**src/rtl/scan_master.sv**
```systemverilog
// Scan-chain test controller: loads a pattern, runs functional capture cycles,
// unloads the chain and reports a masked compare of the unloaded vector.
module scan_master #(
   parameter int   CHAIN_LEN = 16,
   parameter int   CAP_W     = 4,
   parameter logic FILL      = 1'b0
) (
   input  logic                 i_clk,
   input  logic                 i_rst,
   input  logic                 i_start,
   input  logic [CHAIN_LEN-1:0] i_pattern,
   input  logic [CHAIN_LEN-1:0] i_expect,
   input  logic [CHAIN_LEN-1:0] i_mask,
   input  logic [CAP_W-1:0]     i_capture_cycles,
   output logic                 o_scan_en,
   output logic                 o_scan_in,
   input  logic                 i_scan_out,
   output logic                 o_busy,
   output logic                 o_done,
   output logic [CHAIN_LEN-1:0] o_captured,
   output logic                 o_pass
);

   localparam int SW = $clog2(CHAIN_LEN + 1);
   localparam logic [SW-1:0] LAST = SW'(CHAIN_LEN - 1);

   typedef enum logic [2:0] {
      S_IDLE, S_SHIFT_IN, S_CAPTURE, S_SHIFT_OUT, S_DONE
   } state_t;

   state_t               r_state;
   state_t               w_state_next;

   logic [CHAIN_LEN-1:0] r_pat_sr;
   logic [CHAIN_LEN-1:0] r_expect;
   logic [CHAIN_LEN-1:0] r_mask;
   logic [CAP_W-1:0]     r_cap_cycles;
   logic [CAP_W-1:0]     r_cap_cnt;
   logic [SW-1:0]        r_shift_cnt;
   logic [CHAIN_LEN-1:0] r_captured;
   logic                 r_pass;
   logic                 r_scan_en;
   logic                 r_scan_in;
   logic                 r_busy;
   logic                 r_done;

   logic                 w_shift_last;
   logic [CHAIN_LEN-1:0] w_cap_shift;
   logic                 w_pass_next;
   logic                 w_scan_en_next;
   logic                 w_scan_in_next;
   logic                 w_busy_next;
   logic                 w_done_next;

   assign w_shift_last = (r_shift_cnt == LAST);
   // Unload fills from the top so the first tail bit ends up in bit 0.
   assign w_cap_shift  = {i_scan_out, r_captured[CHAIN_LEN-1:1]};
   assign w_pass_next  = &((w_cap_shift ~^ r_expect) | ~r_mask);

   always_ff @(posedge i_clk) begin
      if (i_rst) r_state <= S_IDLE;
      else       r_state <= w_state_next;
   end

   always_comb begin
      w_state_next = r_state;
      case (r_state)
         S_IDLE:      if (i_start) w_state_next = S_SHIFT_IN;
         S_SHIFT_IN:  if (w_shift_last)
                         w_state_next = (r_cap_cycles == '0) ? S_SHIFT_OUT : S_CAPTURE;
         S_CAPTURE:   if (r_cap_cnt == CAP_W'(1)) w_state_next = S_SHIFT_OUT;
         S_SHIFT_OUT: if (w_shift_last) w_state_next = S_DONE;
         S_DONE:      w_state_next = S_IDLE;
         default:     w_state_next = S_IDLE;
      endcase
   end

   // Outputs are decoded from the next state and registered, so each
   // output is valid for the whole cycle the FSM spends in that state.
   always_comb begin
      w_scan_en_next = (w_state_next == S_SHIFT_IN) || (w_state_next == S_SHIFT_OUT);
      w_busy_next    = (w_state_next == S_SHIFT_IN) || (w_state_next == S_CAPTURE) ||
                       (w_state_next == S_SHIFT_OUT);
      w_done_next    = (w_state_next == S_DONE);
      w_scan_in_next = 1'b0;
      if (w_state_next == S_SHIFT_IN)
         w_scan_in_next = (r_state == S_IDLE) ? i_pattern[0] : r_pat_sr[0];
      else if (w_state_next == S_SHIFT_OUT)
         w_scan_in_next = FILL;
   end

   always_ff @(posedge i_clk) begin
      if (i_rst) begin
         r_scan_en    <= 1'b0;
         r_scan_in    <= 1'b0;
         r_busy       <= 1'b0;
         r_done       <= 1'b0;
         r_pat_sr     <= '0;
         r_expect     <= '0;
         r_mask       <= '0;
         r_cap_cycles <= '0;
         r_cap_cnt    <= '0;
         r_shift_cnt  <= '0;
         r_captured   <= '0;
         r_pass       <= 1'b0;
      end else begin
         r_scan_en <= w_scan_en_next;
         r_scan_in <= w_scan_in_next;
         r_busy    <= w_busy_next;
         r_done    <= w_done_next;
         case (r_state)
            S_IDLE: if (i_start) begin
               // Bit 0 goes out immediately; the rest wait in the shifter.
               r_pat_sr     <= i_pattern >> 1;
               r_expect     <= i_expect;
               r_mask       <= i_mask;
               r_cap_cycles <= i_capture_cycles;
               r_captured   <= '0;
               r_pass       <= 1'b0;
               r_shift_cnt  <= '0;
            end
            S_SHIFT_IN: begin
               r_pat_sr <= r_pat_sr >> 1;
               if (w_shift_last) begin
                  r_shift_cnt <= '0;
                  r_cap_cnt   <= r_cap_cycles;
               end else begin
                  r_shift_cnt <= r_shift_cnt + SW'(1);
               end
            end
            S_CAPTURE: r_cap_cnt <= r_cap_cnt - CAP_W'(1);
            S_SHIFT_OUT: begin
               r_captured <= w_cap_shift;
               if (w_shift_last) begin
                  r_shift_cnt <= '0;
                  r_pass      <= w_pass_next;
               end else begin
                  r_shift_cnt <= r_shift_cnt + SW'(1);
               end
            end
            default: ;
         endcase
      end
   end

   assign o_scan_en  = r_scan_en;
   assign o_scan_in  = r_scan_in;
   assign o_busy     = r_busy;
   assign o_done     = r_done;
   assign o_captured = r_captured;
   assign o_pass     = r_pass;

endmodule

```
**config.mk**
```make
export PLATFORM = sky130hd
export DESIGN_NAME = scan_master
export DESIGN_NICKNAME = d
export VERILOG_FILES = /design/src/rtl/scan_master.sv
export SDC_FILE = /design/constraint.sdc
export NUM_CORES = 1
export LEC_CHECK = 0
export ABC_CLOCK_PERIOD_IN_PS = 2200
export CORE_ASPECT_RATIO = 0.8
export CORE_UTILIZATION = 45
export CTS_CLUSTER_SIZE = 40
export DETAILED_ROUTE_END_ITERATION = 10
export HOLD_SLACK_MARGIN = 0.08
export PLACE_DENSITY_LB_ADDON = 0.12
export SKIP_CTS_REPAIR_TIMING = 1
export SYNTH_ARGS = -nofsm -noshare
export SYNTH_HDL_FRONTEND = slang
export SYNTH_SLANG_ARGS = --single-unit
```
**constraint.sdc**
```tcl
create_clock -name i_clk -period 2.2 [get_ports i_clk]
set_input_delay 0.66 -clock i_clk [delete_from_list [all_inputs] [get_ports i_clk]]
set_output_delay 0.66 -clock i_clk [all_outputs]
set_load 0.05 [all_outputs]
```
==> key figures <==
Yosys
  • EDFF count, synth: 0
  • Most frequent cell after synthesis: nand2_1
  • Post-Syn Nets: 460
  • Most used DFF post-synth: dfxtp_1
  • Syn. warnings: 0
  • Commonest cells post-synth: nand2_1, dfxtp_1, a21oi_1
  • Top-area cell type share of the netlist area: 0.493
  • Area leader, netlist: dfxtp_1
  • Post-synthesis cell type count: 40
  • Post-Synthesis Cells: 401
  • Top post-synthesis cells by area: dfxtp_1, nand2_1, a21oi_1, a22oi_1, xor2_1
  • Sequential-to-total area share from yosys stat: 0.493
  • Synth Area per Inst: 8.50 sq um
  • Seq cells post-synth: 84
  • Asr flop ratio synth: 0
  • Post-Syn Area: 3410 sq um

Critical path
  • Crit Path Category: flip-flop to output pin
  • WP buf/inv: 1
  • Top delay family on crit path: buffers and inverters
  • Crit Reg-Reg Startpoint: r_state[2]
  • Worst r2r dst: o_captured[5]
  • CP Cell Sequence: clkdlybuf4s50_1
  • Critical Path RT: between 1500 and 2000 ps
  • Crit-path slowest cell: clkdlybuf4s50_1
  • CP Capture Type: output pin
  • Critical Path Source Type: flip-flop
  • CP peak stage delay: about 800 ps
  • Reg2reg path depth: 4
  • Worst-path fanout max: 1
  • Critical Path AT: between 1000 and 1500 ps
  • R2R Setup Slk: 360 ps

Timing
  • Final Setup Violations: 0
  • Clock Skew: between 10 and 15 ps
  • RSZ-0062 raised after global routing: false
  • Worst slew pin tran: between 700 and 800 ps
  • Crit share post-route: 0.967
  • Clock period minus worst slack: 2130 ps
  • Max_slew headroom: 0.494
  • Count of final hold-check violations: 0
  • Final Slew Violations: 0
  • Highest clock rate: approximately 0.47 GHz

Detailed routing
  • Via/cell ratio: 5.40
  • Iter 0 DRT Violations: 191
  • Vias: 3036
  • Count of TritonRoute iterations in the first routing pass: 4
  • Drt drc: 0
  • Final WL: slightly above 8000 um
  • Antenna-violating nets left: 0
  • Drt wl/cell: 14.5 um

GRT
  • Initial antenna violation count: 0
  • Global-route wire length before repair: approximately 13000 um
  • Vias in the first global route: approximately 2700
  • Global Route Usage Sum: 0.212
  • Pin count of the biggest net entering global routing: 61
  • GRT overflow: 0

Die
  • DIE AREA: 7930 sq um
  • Boundary Pins: 77
  • Core area: just over 7000 sq um
  • Die Y: 79.9 um
  • Starting Density: 0.481
  • Die width: 99.3 um
  • Row cnt: 27

Pwr
  • Pint: ~2500 uW
  • Total power: roughly 3200 uW
  • Leak Pwr: 0.00177 uW
  • Worst vdd ir: 0.000502 V
  • Clk pwr share: 0.373
  • Logic gate share of total power: 0.122
  • Net switching power: 777 uW
  • Sw Ratio: 0.240
  • Seq pwr share: 0.505
  • Pwr Density: approximately 730 nW/um^2

Clocking
  • Clock transition at path regs: 80 ps
  • Root Buffer: clkbuf_8
  • CTS tree: built
  • Clock Tree Buf Depth: 2
  • CTS sink count: 84
  • H-tree level count: 3
  • CTS buffer count: 9
  • Clock latency on the worst-skew pair: 350 ps

Run status
  • Outcome: finished clean

Worst hold path
  • Hold path startpoint: r_pat_sr[4]
  • Worst hold endpoint: r_pat_sr[4]
  • Hold Crit Class: flip-flop to flip-flop
  • Hold Path Stages: 2

Run
  • Max-cap violations: 0

Place
  • PortBufs: 76
  • GP Congestion: about 0.78
  • Detailed Place HPWL: approximately 5600 um
  • Post-DP Area: about 4200 sq um

Cells and area
  • Area delta synth->final: 30.8%
  • Antenna Diode Count: 0
  • Share of cells above drive strength 1: 0.105
  • Post-layout instance area: 4460 sq um
  • Nets: 529
-- registers in the layout (all words and copies together), names as in the netlist, 3 cells and up --
signal and cells:
o_captured 16, r_expect 16, r_mask 16, r_pat_sr 15
r_shift_cnt 5, r_cap_cnt 4, r_cap_cycles 4, r_state 3
-- power groups by stage --
stage / clock network (uW) / logic, uW / registers [uW]
after floorplan: 0 / 205 / 1670
after global placement: 0 / 391 / 1670
after detailed placement: 0 / 396 / 1670
after CTS: 1230 / 399 / 1630
after global routing: 1290 / 437 / 1640
final: 1210 / 396 / 1630
-- placed cells by master, fill, tap and decap left out, drive strengths merged, types with 3 or more instances in the layout --
| cell type | count |
|---|---|
| dfxtp | 84 |
| nand3 | 4 |
| nor3 | 8 |
| a21oi | 60 |
| clkbuf | 12 |
| o21ai | 4 |
| a22oi | 37 |
| nor2 | 30 |
| ha | 3 |
| nand2 | 92 |
| buf | 27 |
| xor2 | 17 |
| clkdlybuf4s50 | 58 |
-- worst max path at each step --
stage	slack, ps	from	to	cells past startpoint
after detailed placement	-180	i_start	o_pass	5
after floorplan	420	i_start	r_mask[10]	5
final	70	o_done	o_done	1
after global placement	-100	i_start	o_pass	5
after CTS	-10	o_pass	o_pass	1
after global routing	20	o_done	o_done	1
-- area by class of cell --
| type | count | area, sq um |
|---|---|---|
| Clock buffer | 12 | 145 |
| Clock inverter | 4 | 72.6 |
| Fill cell | 630 | 2640 |
| Inverter | 2 | 7.51 |
| Multi-Input combinational cell | 286 | 1600 |
| Sequential cell | 84 | 1680 |
| Tap cell | 87 | 109 |
| Timing Repair Buffer | 87 | 843 |
-- kinds of logic (layout without fill, tap and decap cells) --
group                    after synthesis  count (layout)  synth area share
AND/OR/NAND/NOR                      152             152             0.201
buffers and inverters                 31             105            0.0404
AO/OA/AOI/OAI                        114             114             0.210
adder cells (fa/ha/maj)                3               3            0.0110
XOR/XNOR                              17              17            0.0437
flip-flops                            84              84             0.493
-- layer usage --
metal  routed length [um]  GRT usage  part of all wire  vias to the layer above
met1                 3990      0.299              0.49                     1407
li1                     -          -                 -                     1533
met3                  407     0.0490             0.050                       10
met5                    0          0                 0                        -
met2                 3670      0.315              0.45                       86
met4                   91     0.0750             0.011                        0
-- metrics by stage --
step,hold slack [ps],std cells,setup TNS (ps),worst slack [ps],utilization
after CTS,458,562,-12.4,-12.4,0.628
after global routing,478,562,0,22.6,0.628
after detailed placement,448,546,-1340,-176,0.597
final,456,562,0,72.3,0.628
after floorplan,436,401,0,423,-
after global placement,441,546,-458,-96.0,0.597
(Power assumes the default switching activity.)
